[src/rtl/p_hit_pkg.sv]
// Shared types for the p_hit_1 triangle scheduler.
// State encoding, far-plane constant and vec3 bundle.
package p_hit_pkg;

    localparam int VEC_BITS = 32;

    localparam logic [VEC_BITS-1:0] T_FAR = 32'h7FFF_FFFF;

    typedef logic [2:0][VEC_BITS-1:0] vec3;

    typedef enum logic [1:0] {
        IDLE,
        RUN,
        DONE
    } state_t;

endpackage

[src/rtl/p_hit_min_track.sv]
// Running minimum of positive t results with index.
// Ties keep the earlier index (strict less-than).
module p_hit_min_track
    import p_hit_pkg::*;
#(
    parameter int D_BITS   = 32,
    parameter int IDX_BITS = 16
) (
    input  logic                clock,
    input  logic                reset,
    input  logic                clear,
    input  logic                update,
    input  logic [D_BITS-1:0]   t,
    input  logic [IDX_BITS-1:0] idx,
    output logic                hit,
    output logic [D_BITS-1:0]   best_t,
    output logic [IDX_BITS-1:0] best_idx
);

    localparam logic [D_BITS-1:0] FAR = {1'b0, {(D_BITS-1){1'b1}}};
    localparam logic [D_BITS-1:0] ZERO = '0;

    logic better;

    assign better = update
                 && ($signed(t) > $signed(ZERO))
                 && ($signed(t) < $signed(best_t));

    // Clear on job start, otherwise keep the closest positive t seen.
    always_ff @(posedge clock) begin
        if (!reset || clear) begin
            hit      <= 1'b0;
            best_t   <= FAR;
            best_idx <= '0;
        end else if (better) begin
            hit      <= 1'b1;
            best_t   <= t;
            best_idx <= idx;
        end
    end

endmodule

[src/rtl/p_hit_tri_sched.sv]
// Per-ray triangle scheduler feeding both p_hit_1 halves.
// Issues under backpressure/credit limit, retires in order.
module p_hit_tri_sched
    import p_hit_pkg::*;
#(
    parameter int D_BITS       = 32,
    parameter int Q_BITS       = 16,
    parameter int IDX_BITS     = 16,
    parameter int MAX_INFLIGHT = 16
) (
    input  logic                   clock,
    input  logic                   reset,
    input  logic                   start,
    input  logic [IDX_BITS-1:0]    tri_count,
    input  logic [2:0][D_BITS-1:0] ray_origin,
    input  logic [2:0][D_BITS-1:0] ray_dir,
    input  logic                   tri_valid,
    output logic                   tri_ready,
    input  logic [2:0][D_BITS-1:0] tri_normal,
    input  logic [2:0][D_BITS-1:0] tri_v0,
    output logic [2:0][D_BITS-1:0] ph_normal_1,
    output logic [2:0][D_BITS-1:0] ph_normal_2,
    output logic [2:0][D_BITS-1:0] ph_v0,
    output logic [2:0][D_BITS-1:0] ph_origin,
    output logic [2:0][D_BITS-1:0] ph_dir,
    input  logic [1:0]             ph_in_full,
    output logic [1:0]             ph_in_wr_en,
    input  logic [D_BITS-1:0]      ph_out,
    input  logic                   ph_out_empty,
    output logic                   ph_out_rd_en,
    output logic                   busy,
    output logic                   done,
    output logic                   hit,
    output logic [D_BITS-1:0]      hit_t,
    output logic [IDX_BITS-1:0]    hit_idx
);

    localparam int CW = $clog2(MAX_INFLIGHT + 1);

    if (Q_BITS >= D_BITS) begin : g_qchk
        $error("Q_BITS must be below D_BITS");
    end

    state_t              state_q, state_d;
    logic [IDX_BITS-1:0] cnt_q, issued_q, retired_q;
    logic [CW-1:0]       inflight_q;
    logic                run, load, issue, retire;

    assign run   = (state_q == RUN);
    assign load  = (state_q == IDLE) && start;

    assign tri_ready = run
                    && (issued_q < cnt_q)
                    && !ph_in_full[0]
                    && !ph_in_full[1]
                    && (inflight_q < CW'(MAX_INFLIGHT));

    assign issue        = tri_valid && tri_ready;
    assign ph_in_wr_en  = {2{issue}};
    assign retire       = run && !ph_out_empty && (retired_q < issued_q);
    assign ph_out_rd_en = retire;

    assign ph_normal_1 = tri_normal;
    assign ph_normal_2 = tri_normal;
    assign ph_v0       = tri_v0;

    // State register.
    always_ff @(posedge clock) begin
        if (!reset) state_q <= IDLE;
        else        state_q <= state_d;
    end

    // Next-state decode and job status outputs.
    always_comb begin
        state_d = state_q;
        busy    = 1'b0;
        done    = 1'b0;
        unique case (state_q)
            IDLE: begin
                if (start) state_d = (tri_count == '0) ? DONE : RUN;
            end
            RUN: begin
                busy = 1'b1;
                if (retired_q == cnt_q) state_d = DONE;
            end
            DONE: begin
                done    = 1'b1;
                state_d = IDLE;
            end
            default: state_d = IDLE;
        endcase
    end

    // Ray latch plus issue/retire/credit counters.
    always_ff @(posedge clock) begin
        if (!reset) begin
            ph_origin  <= '0;
            ph_dir     <= '0;
            cnt_q      <= '0;
            issued_q   <= '0;
            retired_q  <= '0;
            inflight_q <= '0;
        end else if (load) begin
            ph_origin  <= ray_origin;
            ph_dir     <= ray_dir;
            cnt_q      <= tri_count;
            issued_q   <= '0;
            retired_q  <= '0;
            inflight_q <= '0;
        end else begin
            if (issue)  issued_q  <= issued_q + 1'b1;
            if (retire) retired_q <= retired_q + 1'b1;
            if (issue && !retire)      inflight_q <= inflight_q + 1'b1;
            else if (!issue && retire) inflight_q <= inflight_q - 1'b1;
        end
    end

    p_hit_min_track #(
        .D_BITS   (D_BITS),
        .IDX_BITS (IDX_BITS)
    ) u_min (
        .clock    (clock),
        .reset    (reset),
        .clear    (load),
        .update   (retire),
        .t        (ph_out),
        .idx      (retired_q),
        .hit      (hit),
        .best_t   (hit_t),
        .best_idx (hit_idx)
    );

endmodule
[config.mk]
export PLATFORM = sky130hd
export DESIGN_NAME = p_hit_tri_sched
export DESIGN_NICKNAME = d
export VERILOG_FILES = /design/src/rtl/p_hit_pkg.sv /design/src/rtl/p_hit_min_track.sv /design/src/rtl/p_hit_tri_sched.sv
export SDC_FILE = /design/constraint.sdc
export NUM_CORES = 1
export LEC_CHECK = 0
export ABC_CLOCK_PERIOD_IN_PS = 4250
export CAP_MARGIN = 20
export CORE_AREA = 2 2 379 381
export DETAILED_ROUTE_END_ITERATION = 10
export DIE_AREA = 0 0 381 383
export GPL_TIMING_DRIVEN = 0
export SLEW_MARGIN = 20
export SYNTH_ARGS = -nofsm -noshare
export SYNTH_HDL_FRONTEND = slang
export SYNTH_SLANG_ARGS = --single-unit
[constraint.sdc]
create_clock -name clock -period 4.25 [get_ports clock]
set_clock_uncertainty 0.15 [all_clocks]
set_input_delay 0.85 -clock clock [delete_from_list [all_inputs] [get_ports clock]]
set_output_delay 0.85 -clock clock [all_outputs]
set_load 0.05 [all_outputs]
Yosys cells after proc, flatten, opt, wreduce, memory -nomap -nowiden
Cells that the tools add are included.
{"block": "totals", "n_memories": 0, "ram_bits": 0, "mem_bits_ro": 0, "out_inout_bits": 535, "reg_bits": 296, "wordCells": 61, "latchBits": 0}
{"block": "op_classes", "n_eq_ne": 5, "mul": 0, "bitwise": 1, "n_reduce_logical": 24, "n_shift": 0, "n_lt_le_gt_ge": 5, "mux": 8, "div_mod_pow": 0, "n_addsub": 4}
{"cell": "adder 16 x 1 -> 16 bit, second input constant", "n": 2}
{"cell": "greater-than comparator 32 x 1 -> 1 bit, second input constant", "n": 1}
{"cell": "less-than comparator 16 bit", "n": 2}
{"cell": "less-than comparator 32 bit", "n": 1}
{"cell": "equality test 16 bit", "n": 1}
{"cell": "logical NOT 16 bit", "n": 1}
{"cell": "logical AND 1 bit", "n": 12}
{"cell": "2-to-1 mux 5 bit", "n": 2}
{"cell": "logical NOT 1 bit", "n": 6}
{"cell": "2-to-1 mux 2 bit", "n": 3}
{"cell": "adder 5 x 1 -> 5 bit, second input constant", "n": 1}
{"cell": "less-than comparator 5 bit, second input constant", "n": 1}
{"cell": "subtractor 5 x 1 -> 5 bit, second input constant", "n": 1}
{"cell": "one-hot mux 2 bit (2 select lines)", "n": 1}
{"cell": "equality test 2 x 1 -> 1 bit, second input constant", "n": 1}
{"cell": "equality test 2 bit, second input constant", "n": 1}
{"cell": "logical NOT 2 bit", "n": 1}
{"cell": "2-to-1 mux 1 bit", "n": 2}
{"cell": "!= test 2 x 1 -> 1 bit, second input constant", "n": 1}
{"cell": "!= test 2 bit, second input constant", "n": 1}
{"cell": "AND reduction 2 bit", "n": 1}
{"cell": "nonzero test 2 bit", "n": 1}
{"cell": "OR reduction 2 bit", "n": 1}
{"cell": "logical OR 1 bit", "n": 1}
{"cell": "inverter 1 bit", "n": 1}

Depth between registers and ports, before layout
Gate-level depths: netlist (run 1).
{"block": "depth", "word_depth": 10, "mapped_depth": 18}

Hierarchy
A second synthesis (run 1) with hierarchy kept.
{"block": "hier_totals", "hier_cells": 1811, "area_unflattened_um2": 15228.4}
{"module": "p_hit_tri_sched", "seq_area_each_um2": 4944.7, "area_each_um2": 12797.3, "instances": 1, "cells_per_inst": 1571}
{"module": "p_hit_min_track", "seq_area_each_um2": 980.9, "area_each_um2": 2431.1, "instances": 1, "cells_per_inst": 240}

Worst setup path after synthesis (run 1)
No wires, ideal clock.
{"block": "synth_timing", "path_kind": "input to register", "from": "input ph_in_full[0]", "to": "register inflight_q[4]", "n_path_buf": 1, "stages": 14, "arrival_ns": 3.349, "required_time_ns": 4.030, "path_slack_ns": 0.681, "setup_ns": 0.070, "path_cell_list": "nor4_1 > nand2_1 > a221oi_1 > o211ai_1 > clkbuf_1 > nor2_1 > ha_1 > inv_1 > fa_1 > a21o_1 > a21oi_1 > xnor2_1 > or3_1 > a21oi_1"}
{"block": "synth_via", "elab_chain_cells": 8, "elab_cells_between_ends": 10, "classes_between": "mux: 1; reduce/logical: 9"}
{"item": "start, declared", "line": "p_hit_tri_sched.sv:26", "text": "input logic [1:0] ph_in_full,"}
{"item": "logical NOT 1 bit *", "line": "p_hit_tri_sched.sv:54", "text": "&& !ph_in_full[0]"}
{"item": "logical AND 1 bit *", "line": "p_hit_tri_sched.sv:54"}
{"item": "logical AND 1 bit *", "line": "p_hit_tri_sched.sv:55", "text": "&& !ph_in_full[1]"}
{"item": "logical AND 1 bit *", "line": "p_hit_tri_sched.sv:56", "text": "&& (inflight_q < CW'(MAX_INFLIGHT));"}
{"item": "logical AND 1 bit *", "line": "p_hit_tri_sched.sv:58", "text": "assign issue = tri_valid && tri_ready;"}
{"item": "via issue", "line": "p_hit_tri_sched.sv:47", "text": "logic run, load, issue, retire;"}
{"item": "logical NOT 1 bit", "line": "p_hit_tri_sched.sv:114", "text": "else if (!issue && retire) inflight_q <= inflight_q - 1'b1;"}
{"item": "logical AND 1 bit", "line": "p_hit_tri_sched.sv:114"}
{"item": "nonzero test 2 bit (no source line)"}
{"item": "end signal, assigned", "line": "p_hit_tri_sched.sv:113", "text": "if (issue && !retire) inflight_q <= inflight_q + 1'b1;"}
{"item": "end signal, assigned", "line": "p_hit_tri_sched.sv:114"}
{"item": "end, declared", "line": "p_hit_tri_sched.sv:46", "text": "logic [CW-1:0] inflight_q;"}
The timed path passes the listed nets; every way through them passes the cells marked *.
A chain may end at the register's enable or synchronous reset.

Worst setup path in the final report (run 1)
{"block": "layout_timing", "from": "register issued_q[13]", "to": "output ph_out_rd_en"}
{"block": "layout_via", "elab_chain_cells": 2}
{"item": "start, declared", "line": "p_hit_tri_sched.sv:45", "text": "logic [IDX_BITS-1:0] cnt_q, issued_q, retired_q;"}
{"item": "start signal, assigned", "line": "p_hit_tri_sched.sv:111", "text": "if (issue) issued_q <= issued_q + 1'b1;"}
{"item": "less-than comparator 16 bit", "line": "p_hit_tri_sched.sv:60", "text": "assign retire = run && !ph_out_empty && (retired_q < issued_q);"}
{"item": "logical AND 1 bit", "line": "p_hit_tri_sched.sv:60"}
{"item": "end, declared", "line": "p_hit_tri_sched.sv:30", "text": "output logic ph_out_rd_en,"}
No other way between the ends.

==> results of run 1 <==
## how the worst min path moves through the flow
stage | end | depth (start not counted)
floorplan | state_q[1] | 1
global placement | u_min.best_idx[15] | 2
detailed placement | ph_origin[10] | 2
CTS | ph_dir[47] | 2
global route | ph_dir[47] | 2
finish | ph_dir[47] | 2
## cells in the final DEF, fill, tap and decap left out, types with 46 or more instances in the layout
cell type | Yosys | routed
dfxtp_1 | 296 | 293
nand2_1 | 480 | 480
inv_1 | 71 | 71
clkdlybuf4s50_1 | 0 | 776
a21oi_1 | 46 | 46
a21boi_0 | 208 | 208
clkbuf_1 | 88 | 84
nor2_1 | 86 | 84
ha_1 | 67 | 67
buf_4 | 290 | 292
mux2i_1 | 54 | 54
## critical path: cells and delay by family, from the launching register on
family | cells | cell delay (ns)
compound gates | 4 | 1.20
fa+ha+maj | 1 | 0.31
buf+inv | 3 | 0.46
flops | 1 | 0.44
## cell type report
type	instances	area (sq um)	share of cell area (%)
inverters	71	267	0.980
multi-input cells	1137	6730	24.8
flip-flops and latches	296	5930	21.8
plain buffers	388	2620	9.63
clock inverters	18	304	1.12
clock buffers	51	1090	4.01
well taps	1903	2380	8.76
repair buffers	783	7830	28.8
diodes	13	32.5	0.120
## power groups by stage
stage	clock [mW]	combinational [mW]	sequential, mW
floorplan	0	1.17	3.54
global placement	0	2.81	3.09
detailed placement	0	2.82	3.09
CTS	3.83	2.83	3.03
global route	3.89	2.95	3.05
finish	3.68	2.80	3.03
## per-layer routing
metal  wire length (um)  track usage (%)
met1              33300             12.9
met2              38800             17.3
met3               9190             4.41
met4               2190             3.81
met5                  0                0
## registers in the layout, indices dropped and copies added, names as in the netlist
register,cells
u_min.best_t,32
cnt_q,16
retired_q,16
state_q,2
u_min.best_idx,16
u_min.hit,1
ph_dir,96
inflight_q,5
ph_origin,96
issued_q,16
## logic make-up after synthesis
group,after synthesis
and+or+nand+nor,661
buffers and inverters,461
AOI/OAI and AO/OA,331
DFF,296
adders and majority gates,68
muxes,55
xor gates and xnor gates,22
## through the flow
stage / setup TNS (ns) / instance area (sq um) / hold WS, ns / util (%)
finish: 0 / 27200 / 0.310 / 19.1
global route: 0 / 27200 / 0.330 / 19.1
CTS: 0 / 27200 / 0.314 / 19.1
detailed placement: -34.50 / 25700 / 0.307 / 18.1
global placement: -122.63 / 25700 / 0.297 / 18.1
floorplan: 0 / 15500 / 0.293 / -
## timing repair
action | CTS | global route
endpoints found under the setup margin | 6 | 18
hold buffers | 0 | 0
resized for setup | 21 | 23
buffers inserted | 1 | 0
pin swaps | 1 | 0
==> metrics.txt, run 1 <==
Die Y roughly 380 um; # fillers about 16,000; status finished clean; Synth Register Bits approximately 300; global-route wire length before repair about 110 mm; f_max about 0.25 GHz; IO buf count 781; mapped cell area 15,500 sq um; share of the synthesized area in the top cell type between 30% and 40%; CTS sink cnt 296; xor and xnor fraction of the mapped netlist area 1.24%; antenna violations before repair 23; Final Critical Period 4.01 ns; Pint 6.18 mW; Synth area leader dfxtp_1; worst r2r path cells 17; DIE WIDTH 381 um; Via-to-Cell Ratio ~3.4; vias in the first global route 15,281; Flop pwr share 31.9%; GRT Total Usage 10.8%; initial DRC count 693; Cells after Synth 1,894; clk slew on worst S/H paths 0.06 ns; syn nets between 2,000 and 2,500; min-delay src ph_dir[47]; CP startpoint issued_q[13]; Critical Path AT 3.01 ns; simple-gate share of the synthesized area approximately 18%; drt drc 0; FF-to-FF setup slack 0.27 ns; Max Slew Vio Count 0; synth top area cells dfxtp_1, buf_4, nand2_1; Pre-antenna DRT Iters 5; critical path's largest stage delay 0.53 ns; total core area about 140,000 sq um; largest family of logic cells by synthesized area buffers and inverters; PD cells roughly 350 nW/um^2; Synth Area in Compound Gates 15.2%; RSZ-0062 raised after global routing false; Synth top cells by count nand2_1, dfxtp_1, buf_4; worst r2r src cnt_q[15]; reg-to-reg endpoint inflight_q[4]; HP Class register to register; Pwr Total roughly 9.5 mW; die area 146,000 sq um; period utilisation layout 94.2%; later-pin clock latency in the skew report 0.59 ns; Synth Area in Adders roughly 5.5%; Setup Slack @ Placement -0.637 ns; CP Max Fanout 5; Worst Setup Path Type register to output port; CTS Buffer Depth 3; Combinational Power Share 29.4%; mux cell area share after synthesis under 10%; most frequent cell after synthesis nand2_1; post-synthesis sequential area ratio 38.2%; Initial Utilization 10.9%; share of layout cells above drive strength 1 14.1%; Post-Layout Cell Count around 4,700; routed vias approximately 16,000; Layout Nets 3,222; clock share of power 38.7%; Synth async-reset ratio 0%; post-route ant nets 0; TritonCTS clock tree yes; CTS buffer count 38; slew margin rel. 25.1%; final worst slack 0.244 ns; Yosys warnings 0; Synth Flop Type dfxtp_1; Fin. Hold Viols 0; sw power 3.33 mW; DP HPWL 70.4 mm; Slew @ Worst Pin 1.12 ns; peak supply drop 296 uV; leakage dissipation 10.3 nW; post-synth cell types 50; endpoint type of the worst setup path output port; Post-synth EDFFs 0; WP data required ~3.3 ns; H-tree Lvls 2; global route overflow 0; GP Congestion 0.856; end of the critical path ph_out_rd_en; largest net degree at the start of global routing 14; Avg Cell Area, Syn ~8.2 sq um; max-cap viol count 0; CP cell instances inv_1, ha_1, a21o_1, a21o_1, a2111oi_4, o21ai_1, inv_1, buf_2; final wirelength 83.4 mm; synth-to-layout area growth 75.2%; Root Buffer clkbuf_16; placed instance count 4,579; I/O pin cnt 974; sw frac 35.0%; slowest CP cell a2111oi_4; post-DR wirelength/cell 17.9 um; Final Setup Violations 0; Core Rows 139; startpoint types register
Power figures use the tool's default switching activity.
==> run 2, diff against run 1 <==
Settings changed: SLEW_MARGIN 20 to 30.
==> run 2 against run 1 <==
  * Sequential share of layout area is essentially flat
  * Worst setup slack lost 0.021 ns
  * Clock power shrank 2%
  * Design area shrank 0.11%
  * Non-clock buffer count grew 1
  * Wire length grew 0.40%
  * Largest cell class unchanged
  * Largest power group unchanged
==> metrics.txt, run 2 (synthesized netlist as in run 1, its figures left out) <==
status finished clean; DIE WIDTH 381 um; Final Critical Period 4.03 ns; largest delay contributor family on the critical path buffers and inverters; I/O pin cnt 974; die area 146,000 sq um; endpoint type of the worst setup path output port; CTS Hold Buffers Added 0; DP HPWL 70.3 mm; Fin. Hold Viols 0; initial DRC count 704; final core utilization 19.1%; synth-to-layout area growth 75.0%; clk slew on worst S/H paths approximately 0.060 ns; Via-to-Cell Ratio 3.38; GP Congestion 0.856; PD cells 348 nW/um^2; GRT Total Usage 10.9%; register area 5930 sq um; Min Hold Slack about 0.3 ns; antenna violations before repair 25; later-pin clock latency in the skew report around 0.6 ns; Core Rows 139; CP startpoint cnt_q[15]; Post-Layout Cell Count between 4,000 and 5,000; most common cell after layout, fill and taps aside clkdlybuf4s50_1; vias in the first global route 15,480; CTS Buffer Depth 3; drt drc 0; period utilisation layout 94.8%; slowest CP cell dfxtp_4; share of layout cells above drive strength 1 14.5%; largest net degree at the start of global routing 14; Worst Setup Path Type register to output port; CTS sink cnt 296; Initial Utilization 10.9%; Layout Nets around 3,200; CTS buffer count 39; Buf+Inv Stages, Crit Path 4; IO buf count 781; TritonCTS clock tree yes; Largest regs ph_dir x96, ph_origin x96, u_min.best_t x32; global route overflow 0; slew margin rel. 29.4%; CP Max Fanout 10; # fillers 15,903; leakage dissipation 10.4 nW; Root Buffer clkbuf_16; min-delay src u_min.best_idx[13]; routed vias 15,763; total core area between 100,000 and 150,000 sq um; f_max 0.248 GHz; RSZ-0062 raised after global routing false; CP cell instances inv_1, ha_1, nand4_1, nor2_1, a221oi_2, o211ai_1, clkbuf_2, nor2_4, buf_4, buf_2; Final Setup Violations 0; post-DR wirelength/cell 18.0 um; peak supply drop 299 uV; Critical Path AT ~3.0 ns; WP data required between 3 and 4 ns; worst r2r src cnt_q[15]; max-cap viol count 0; startpoint types register; HP Class register to register; critical path's largest stage delay 0.44 ns; Max Slew Vio Count 0; multi-input combinational cell area 6730 sq um; H-tree Lvls 2; Die Y ~380 um; placed instance count approximately 4,600; global-route wire length before repair about 110 mm; highest-count cells in the layout ignoring fill and taps clkdlybuf4s50_1, nand2_1, dfxtp_1, buf_4, a21boi_0; Slew @ Worst Pin 1.06 ns; Pre-antenna DRT Iters 5; post-route ant nets 0; Fin Setup TNS 0 ns; final wirelength 83.8 mm
[run 2: cell types whose count changed in the layout (fill, tap and decap cells not counted), moves of 3 or more]
| cell | delta |
|---|---|
| buf_2 | +3 |
| clkbuf_2 | +3 |
| diode_2 | -3 |
| bufinv_16 | -3 |
| clkdlybuf4s50_1 | -3 |
| clkbuf_1 | -3 |
[run 2: tightest hold or removal path: stages (launching register included)]
cell     delay [ns]
dfxtp_1        0.31
nand2_1        0.05
mux2i_1        0.05
[run 2: cell type report]
| type | count | area share (%) |
|---|---|---|
| antenna | 10 | 0.0922 |
| buffer | 388 | 9.61 |
| clock buffer | 52 | 4.18 |
| clock inverter | 19 | 0.885 |
| inverter | 71 | 0.981 |
| multi-input combinational | 1137 | 24.8 |
| sequential | 296 | 21.8 |
| tap | 1903 | 8.77 |
| timing repair buffer | 784 | 28.8 |
[run 2: repair_timing]
item / CTS / global route
resized for setup: 21 / 12
buffers inserted: 1 / 0
setup endpoints to repair: 6 / 4
cloned: 0 / 0
pin swaps: 1 / 0
[run 2: layer usage]
layer	global-route usage (%)	vias to the layer above	wire [um]
met5	0	-	0
met4	3.97	0	2270
met3	4.67	92	8890
met2	17.4	620	38900
met1	12.8	7425	33700
li1	-	7626	-
[run 2: path summary, 6_finish.rpt]
path | slack (ns) | depth (start not counted) | to
max | 0.22 | 10 | ph_in_wr_en[1]
min | 0.31 | 2 | u_min.best_idx[13]
max reg2reg | 0.23 | 17 | inflight_q[4]
min reg2reg | 0.31 | 2 | u_min.best_idx[13]
[run 2: metrics by stage]
stage,power (mW),instance area (sq um),setup WS [ns]
floorplan,4.72,15500,0.681
global placement,5.90,25700,-1.51
detailed placement,5.92,25700,-0.620
CTS,9.66,27100,0.00373
global route,9.86,27100,0.0438
finish,9.45,27200,0.223
[run 2: power breakdown]
part / internal (mW) / total (mW) / switching, mW
Clock: 2.14 / 3.62 / 1.48
Combinational: 1.01 / 2.80 / 1.78
Sequential: 2.93 / 3.03 / 0.102
==> run 3, diff against run 2 <==
--- a/config.mk
+++ b/config.mk
@@ -9,6 +9,9 @@
 export CAP_MARGIN = 20
-export CORE_AREA = 2 2 379 381
+export CELL_PAD_IN_SITES_DETAIL_PLACEMENT = 1
+export CELL_PAD_IN_SITES_GLOBAL_PLACEMENT = 1
+export CORE_AREA = 2 2 384 386
 export DETAILED_ROUTE_END_ITERATION = 10
-export DIE_AREA = 0 0 381 383
+export DIE_AREA = 0 0 386 388
 export GPL_TIMING_DRIVEN = 0
+export PLACE_DENSITY_LB_ADDON = 0.1
 export SLEW_MARGIN = 30
==> constraint.sdc (replaced) <==
create_clock -name clock -period 4.25 [get_ports clock]
set_clock_uncertainty 0.15 [all_clocks]
set_input_delay 0.425 -clock clock [delete_from_list [all_inputs] [get_ports clock]]
set_output_delay 0.425 -clock clock [all_outputs]
set_load 0.05 [all_outputs]
==> run 3 against run 2 <==
  * First-iteration DRC count fell by 47%
  * Critical path depth increased by 6
  * Sequential cell count unchanged
  * Sequential power barely moved
==> metrics.txt, run 3 (synthesized netlist as in run 1, its figures left out) <==
die area 150,000 sq um; slowest CP cell dfxtp_1; WL met2 41.4 mm; clk slew on worst S/H paths 0.06 ns; IO buf count 781; synth-to-layout area growth 75.4%; TritonCTS clock tree yes; # fillers around 17,000; Final Cell Area 27,200 sq um; placed instance count 4,592; met3 wire len 7.63 mm; post-route ant nets 0; GP Congestion 0.745; post-DR wirelength/cell between 15 and 20 um; Pre-antenna DRT Iters 4; Final Setup Violations 0; M1 WL 31.2 mm; Placement Cell Area 25,700 sq um; CP Max Fanout 10; Buf+Inv Stages, Crit Path 3; f_max 0.255 GHz; later-pin clock latency in the skew report 0.64 ns; RSZ-0062 raised after global routing false; worst r2r path cells 16; drt drc 0; worst r2r src cnt_q[13]; most used cell, CP a21o_1; initial DRC count 370; endpoint type of the worst setup path register; Critical Path AT 4.26 ns; Layout Nets 3,230; CTS buffer count 46; Initial Utilization 10.7%; max-cap viol count 0; CP cell instances inv_1, ha_1, a21o_1, a21o_1, a221oi_1, o211ai_1, clkbuf_2, nor2_4, ha_1, inv_1, fa_1, a21o_1, a21oi_1, xnor2_1, or3_1, a21oi_1; Worst Setup Path Type register to register; Final Critical Period approximately 3.9 ns; GRT Total Usage around a tenth; PD cells 349 nW/um^2; share of layout cells above drive strength 1 14.0%; DP HPWL about 68 mm; largest net degree at the start of global routing 15; HP Class input port to register; Via-to-Cell Ratio 3.37; Slew @ Worst Pin 0.922 ns; vias in the first global route 17,119; worst hold stages 3; final wirelength ~82 mm; Largest regs ph_dir x96, ph_origin x96, u_min.best_t x32; FF-to-FF setup slack about 0.33 ns; Die Y ~390 um; period utilisation layout approximately 92%; peak supply drop 210 uV; Fin. Hold Viols 0; largest delay contributor family on the critical path compound AO/OA/AOI/OAI gates; CTS Hold Buffers Added 0; CTS sink cnt ~300; slew margin rel. 36.8%; total core area between 100,000 and 150,000 sq um; min-delay src ray_dir[33]; H-tree Lvls 2; leakage dissipation 10.4 nW; startpoint types register; routed vias 15,742; Root Buffer clkbuf_16; antenna violations before repair 20; reg-to-reg endpoint inflight_q[4]; Post-Layout Cell Count ~4,700; CTS Buffer Depth 3; most common cell after layout, fill and taps aside clkdlybuf4s50_1; highest-count cells in the layout ignoring fill and taps clkdlybuf4s50_1, nand2_1, buf_4, dfxtp_1, a21boi_0; Fin Setup TNS 0 ns; Highest Signal Layer met5; WP data required 4.59 ns; Core Rows 140; DIE WIDTH 386 um; critical path's largest stage delay 0.42 ns; WHS Endpoint ph_dir[33]; Max Slew Vio Count 0; global-route wire length before repair 117 mm; status finished clean; I/O pin cnt 974; global route overflow 0
[run 3: layout make-up]
cell class	count	area, sq um	share of cell area [%]
repair buffers	782	7820	28.7
multi-input cells	1137	6730	24.7
flip-flops and latches	296	5930	21.8
plain buffers	389	2610	9.59
well taps	1917	2400	8.81
clock buffers	67	1330	4.89
inverters	71	267	0.979
clock inverters	9	124	0.455
diodes	4	10.0	0.0368
[run 3: worst register-to-register path: stages (launching register included)]
cell and delay [ns]:
dfxtp_1 0.42, inv_1 0.08, ha_1 0.31, a21o_1 0.16, a21o_1 0.18, a221oi_1 0.30, o211ai_1 0.17, clkbuf_2 0.23
nor2_4 0.18, ha_1 0.20, inv_1 0.11, fa_1 0.42, a21o_1 0.17, a21oi_1 0.17, xnor2_1 0.09, or3_1 0.31
a21oi_1 0.14
[run 3: where the power goes]
part           internal, mW  switching [mW]  leakage [nW]
clock                  2.22            1.54         0.710
combinational          1.00            1.72          7.24
sequential             2.93          0.0975          2.42
[run 3: how the worst max path moves through the flow]
stage,end,slack [ns],start,depth (start not counted)
floorplan,inflight_q[4],0.72,cnt_q[4],17
global placement,inflight_q[4],-0.35,cnt_q[4],17
detailed placement,inflight_q[4],-0.41,cnt_q[15],16
CTS,ph_out_rd_en,0.01,retired_q[9],8
global route,inflight_q[4],0.01,cnt_q[13],16
finish,inflight_q[4],0.33,cnt_q[13],16
[run 3: through the flow]
step / hold WS, ns / power, mW / utilization, % / setup slack (ns)
2_1_floorplan: 0.293 / 4.72 / - / 0.722
3_3_place_gp: 0.300 / 5.85 / 17.7 / -0.348
3_5_place_dp: 0.301 / 5.87 / 17.7 / -0.413
4_1_cts: 0.122 / 9.82 / 18.7 / 0.0110
5_1_grt: 0.170 / 10.0 / 18.7 / 0.0106
6_report: 0.189 / 9.51 / 18.7 / 0.331
[run 3: per-layer routing]
metal / up-vias / GRT usage, %
met5: - / 0
met4: 26 / 2.77
met3: 109 / 4.21
met2: 504 / 18.8
met1: 7487 / 11.4
li1: 7616 / -
[run 3: repair_timing]
| item | in CTS | in global routing |
|---|---|---|
| pin swaps | 0 | 1 |
| setup buffers | 0 | 1 |
| endpoints found under the setup margin | 7 | 3 |
| resized for setup | 11 | 8 |
